## config.mk

```make
export PLATFORM = sky130hd
export DESIGN_NAME = fsk_modulator
export DESIGN_NICKNAME = d
export VERILOG_FILES = /design/src/rtl/fsk_modulator.sv
export SDC_FILE = /design/constraint.sdc
export NUM_CORES = 1
export LEC_CHECK = 0
export ABC_AREA = 1
export CORE_UTILIZATION = 50
export CTS_CLUSTER_SIZE = 10
export DETAILED_ROUTE_END_ITERATION = 10
export PLACE_DENSITY = 0.73
export SLEW_MARGIN = 20
export SYNTH_ARGS = -nofsm -noshare
export SYNTH_HDL_FRONTEND = slang
export SYNTH_SLANG_ARGS = --single-unit
```

## constraint.sdc

```tcl
create_clock -name clk -period 1.9 [get_ports clk]
set_input_delay 0.285 -clock clk [delete_from_list [all_inputs] [get_ports clk]]
set_output_delay 0.285 -clock clk [all_outputs]
set_load 0.1 [all_outputs]
```

## src/rtl/fsk_modulator.sv

```systemverilog
`default_nettype none
// ============================================================================
// Module   : fsk_modulator
// Brief    : Continuous-phase binary FSK modulator with a 4-deep bit FIFO,
//            rendering each bit as SAMPLES_PER_BIT triangle-wave samples.
// Revision : 1.0 - initial release
// ============================================================================
module fsk_modulator #(
   parameter int SAMPLES_PER_BIT = 16,
   parameter int PHASE_W         = 10,
   parameter int STEP0           = 16,
   parameter int STEP1           = 32
) (
   input  logic       clk,
   input  logic       reset,
   input  logic       ser_in,
   input  logic       ser_valid,
   output logic [7:0] mod_out,
   output logic       mod_valid,
   output logic       busy,
   output logic       overflow
);

   localparam int                 c_cnt_w = $clog2(SAMPLES_PER_BIT);
   localparam logic [c_cnt_w-1:0] c_last  = c_cnt_w'(SAMPLES_PER_BIT - 1);
   localparam logic [PHASE_W-1:0] c_step0 = PHASE_W'(STEP0);
   localparam logic [PHASE_W-1:0] c_step1 = PHASE_W'(STEP1);
   localparam logic [7:0]         c_mid   = 8'd128;

   typedef enum logic [0:0] {
      S_IDLE = 1'b0,
      S_RUN  = 1'b1
   } state_t;

   state_t               r_state, w_state_n;
   logic [PHASE_W-1:0]   r_phase, w_phase_n, w_phase_inc, w_step;
   logic [c_cnt_w-1:0]   r_sym_cnt, w_sym_n;
   logic                 r_cur_bit, w_cur_n;
   logic [7:0]           r_mod_out, w_out_n, w_tri;
   logic                 r_mod_valid, w_valid_n;
   logic                 r_overflow;
   logic [8:0]           w_p;

   logic [3:0]           r_mem;
   logic [1:0]           r_wr_ptr, r_rd_ptr;
   logic [2:0]           r_count;
   logic                 w_pop, w_push, w_full, w_drop, w_nonempty;

   assign w_nonempty = (r_count != 3'd0);
   assign w_full     = (r_count == 3'd4);
   // A full FIFO still accepts a bit when a slot is freed on the same edge.
   assign w_push     = ser_valid & (~w_full | w_pop);
   assign w_drop     = ser_valid & w_full & ~w_pop;

   assign w_step      = r_cur_bit ? c_step1 : c_step0;
   assign w_phase_inc = r_phase + w_step;
   assign w_p         = w_phase_inc[PHASE_W-1 -: 9];
   assign w_tri       = w_p[8] ? (8'd255 - w_p[7:0]) : w_p[7:0];

   always_comb begin
      w_state_n = r_state;
      w_phase_n = r_phase;
      w_sym_n   = r_sym_cnt;
      w_cur_n   = r_cur_bit;
      w_out_n   = r_mod_out;
      w_valid_n = r_mod_valid;
      w_pop     = 1'b0;
      case (r_state)
         S_IDLE: begin
            w_out_n   = c_mid;
            w_valid_n = 1'b0;
            if (w_nonempty) begin
               w_pop     = 1'b1;
               w_cur_n   = r_mem[r_rd_ptr];
               w_phase_n = '0;
               w_sym_n   = '0;
               w_state_n = S_RUN;
            end
         end
         S_RUN: begin
            w_phase_n = w_phase_inc;
            w_out_n   = w_tri;
            w_valid_n = 1'b1;
            w_sym_n   = r_sym_cnt + 1'b1;
            // Symbol boundary: chain the next bit without resetting phase.
            if (r_sym_cnt == c_last) begin
               if (w_nonempty) begin
                  w_pop   = 1'b1;
                  w_cur_n = r_mem[r_rd_ptr];
                  w_sym_n = '0;
               end else begin
                  w_state_n = S_IDLE;
               end
            end
         end
         default: w_state_n = S_IDLE;
      endcase
   end

   always_ff @(posedge clk or negedge reset) begin
      if (!reset) begin
         r_state     <= S_IDLE;
         r_phase     <= '0;
         r_sym_cnt   <= '0;
         r_cur_bit   <= 1'b0;
         r_mod_out   <= c_mid;
         r_mod_valid <= 1'b0;
      end else begin
         r_state     <= w_state_n;
         r_phase     <= w_phase_n;
         r_sym_cnt   <= w_sym_n;
         r_cur_bit   <= w_cur_n;
         r_mod_out   <= w_out_n;
         r_mod_valid <= w_valid_n;
      end
   end

   always_ff @(posedge clk or negedge reset) begin
      if (!reset) begin
         r_mem      <= '0;
         r_wr_ptr   <= '0;
         r_rd_ptr   <= '0;
         r_count    <= '0;
         r_overflow <= 1'b0;
      end else begin
         if (w_push) begin
            r_mem[r_wr_ptr] <= ser_in;
            r_wr_ptr        <= r_wr_ptr + 1'b1;
         end
         if (w_pop) begin
            r_rd_ptr <= r_rd_ptr + 1'b1;
         end
         case ({w_push, w_pop})
            2'b10:   r_count <= r_count + 1'b1;
            2'b01:   r_count <= r_count - 1'b1;
            default: r_count <= r_count;
         endcase
         if (w_drop) begin
            r_overflow <= 1'b1;
         end
      end
   end

   assign mod_out   = r_mod_out;
   assign mod_valid = r_mod_valid;
   assign overflow  = r_overflow;
   assign busy      = (r_state == S_RUN) | w_nonempty;

endmodule
`default_nettype wire

```

==> metrics.md <==
| Metric | Value |
|---|---|
| Xor and xnor area share after synthesis | 4.97% |
| Most frequent cells in the layout | dfrtp_1 (30), nand2_1 (25), buf_4 (24) |
| Yosys top cell by area | dfrtp_1 |
| Failing checks | setup timing |
| Setup Skew | 0.00898 ns |
| Adder-cell share of the synthesized area | 8.84% |
| Routed len/inst | 12.0 um |
| Core Area | 3030 sq um |
| Clock Sink Count | 31 |
| Least-Margin Pin Slew | 0.397 ns |
| Worst-path fanout max | 4 |
| Antenna diode count | 0 |
| FILL cells | 255 |
| Synth area leaders | dfrtp_1 (47%), nand3_1 (6.9%), nand2_1 (6.4%) |
| Initial Util | 52.4% |
| First-pass GRT wire length | 5090 um |
| Relative slew slack | 73.5% |
| Wl on met1 | 1280 um |
| Share of cells above drive strength 1 | 28.1% |
| Row count | 20 |
| Final #Nets | 216 |
| Compound-Gate Fraction of Synth Area | 7.10% |
| CTS Hold Bufs | 0 |
| Initial DRT Pass Iterations | 5 |
| Worst flop-to-flop path startpoint | r_sym_cnt[0] |
| Outcome | finished with violations |
| Root buf cell | clkbuf_4 |
| R2R Setup Slk | -0.01 ns |
| Setup violations, final | 1 |
| IO buf count | 14 |
| Clk pin slew, worst setup/hold paths | 0.09 ns |
| Mapped Area | 1590 sq um |
| Die H | 58.3 um |
| Setup tns final | -0.0120 ns |
| Worst-Skew Late Latency | 0.33 ns |
| Vias in the first global route | 1,207 |
| Post-synth net total | 184 |
| Total CTS buffers | 5 |
| DR WL met3 | 134 um |
| Critical Path RT | 2.11 ns |
| Fin. Hold Viols | 0 |
| Largest net degree at the start of global routing | 32 |
| Post-route DRC violation count | 0 |
| Commonest non-fill, non-tap cell in the layout | dfrtp_1 |
| Synth top area share | 47.4% |
| Via-per-instance ratio | 5.12 |
| Vias post-DR | 1,264 |
| Simple-gate area share of the yosys netlist | 23.8% |
| Highest Signal Layer | met4 |
| Netlist cell types | 24 |
| H-tree Lvls | 2 |
| Post-synthesis sequential area ratio | 49.0% |
| Final WS setup | -0.0120 ns |
| CTS Buffer Depth | 2 |
| CP arrival | 2.12 ns |
| Worst min path class | in2async |
| I/O pins | 15 |
| Max Slew Vio Count | 0 |
| Syn Inst Count | 170 |
| Gr ovfl total | 0 |
| Max Cap Violations | 0 |
| Setup CP Type | reg2reg |
| CP startpoint | r_sym_cnt[0] |
| Area Overhead vs Synth | 22.9% |
| Initial drt markers | 35 |
| Worst setup SP type | flip-flop |
| Fmax | 523 MHz |
| Crit. End Element | flip-flop |
| Die area | 3400 sq um |
| Synthesis Warnings | 0 |
| Die W | 58.3 um |
| Met2 routed wirelength | 1510 um |
| Register bit count reported by yosys | 31 |
| Initial antenna violation count | 0 |
| Hold Slack | 0.352 ns |
| DP HPWL | 2150 um |
| Minimum clock period | 1.91 ns |
| Worst reg2reg path depth | 12 |
| Final wirelength | 2950 um |
| Mux share of post-synthesis cell area | 0% |
| CTS tree | done |
| Final ANT Viol Nets | 0 |
| Final period utilization | 101% |
| Gpl congestion | 0.903 |
| GRT Total Usage | 20.4% |
| Largest family of logic cells by synthesized area | simple AND/OR/NAND/NOR gates |
| Unrepaired setup endpoints after global routing | true |
| Avg Cell Area, Syn | 9.33 sq um |
critical path: stages, from the launching register on:
cell,delay [ns]
dfrtp_1,0.39
ha_2,0.19
nand3_2,0.06
nand2_2,0.07
nand2_4,0.08
nand2_4,0.06
nand2_4,0.08
ha_4,0.12
inv_2,0.05
fa_2,0.35
a21oi_2,0.13
o21ai_1,0.09
xor2_1,0.14
registers in the layout, summed over array words and instances (netlist names):
signal     flops
mod_valid      1
r_rd_ptr       2
mod_out        6
r_phase        6
r_cur_bit      1
r_mem          4
r_sym_cnt      4
r_wr_ptr       2
r_state        1
overflow       1
r_count        3
cell type report:
type                    count  area [sq um]  area share (%)
clock buffers               8          48.8            2.50
inverters                  19          71.3            3.66
multi-input cells         116           746            38.3
flip-flops and latches     31           777            39.9
well taps                  44          55.1            2.83
repair buffers             29           250            12.8
layer usage:
metal  vias up  GRT usage (%)
li1        626              -
met1       602           23.5
met2        32           35.1
met3         4           6.81
met4         0           8.16
met5         -              0
synth_stat cells:
| cell | n |
|---|---|
| buf_2 | 1 |
| a31o_1 | 1 |
| nand3_2 | 4 |
| nor2_1 | 15 |
| dfstp_2 | 1 |
| nor3_2 | 1 |
| o21ai_0 | 8 |
| buf_4 | 3 |
| a21oi_1 | 2 |
| o22ai_1 | 3 |
| nand3_1 | 22 |
| xnor2_1 | 4 |
| inv_2 | 6 |
| dfrtp_1 | 30 |
| inv_1 | 13 |
| ha_1 | 8 |
| nand4_2 | 1 |
| o21ai_1 | 7 |
| nand2_2 | 2 |
| nand2_4 | 2 |
| fa_1 | 2 |
| xor2_1 | 5 |
| nand2_1 | 27 |
| nand4_1 | 2 |
kinds of logic (layout without fill, tap and decap cells):
logic type,after synthesis,after routing
buffers and inverters,23,56
flip-flops,31,31
adder cells (fa/ha/maj),10,10
XOR/XNOR,9,9
AO/OA/AOI/OAI,21,21
AND/OR/NAND/NOR,76,76
what timing repair did:
action	CTS	global route
pin swaps	4	1
setup endpoints to repair	1	5
gates cloned	0	0
setup buffers	2	1
gates resized for setup	1	2
stage by stage:
| step | cells | worst slack (ns) | utilization [%] | instance area (sq um) |
|---|---|---|---|---|
| 2_1_floorplan | 170 | -0.0246 | - | 1620 |
| 3_3_place_gp | 236 | 0.0168 | 61.8 | 1870 |
| 3_5_place_dp | 236 | -0.0373 | 61.8 | 1870 |
| 4_1_cts | 246 | 0.00336 | 64.0 | 1940 |
| 5_1_grt | 247 | -0.100 | 64.3 | 1950 |
| 6_report | 247 | -0.0120 | 64.3 | 1950 |
final timing paths:
kind,endpoint
setup / recovery,r_count[2]
hold / removal,r_phase[7]
setup reg to reg,r_count[2]
hold reg to reg,overflow
max in group asynchronous,mod_out[7]
min in group clk,overflow
Power is left out: the tool's default activity adds up to more than one toggle a clock period on the data nets, which glitch-free logic cannot reach.
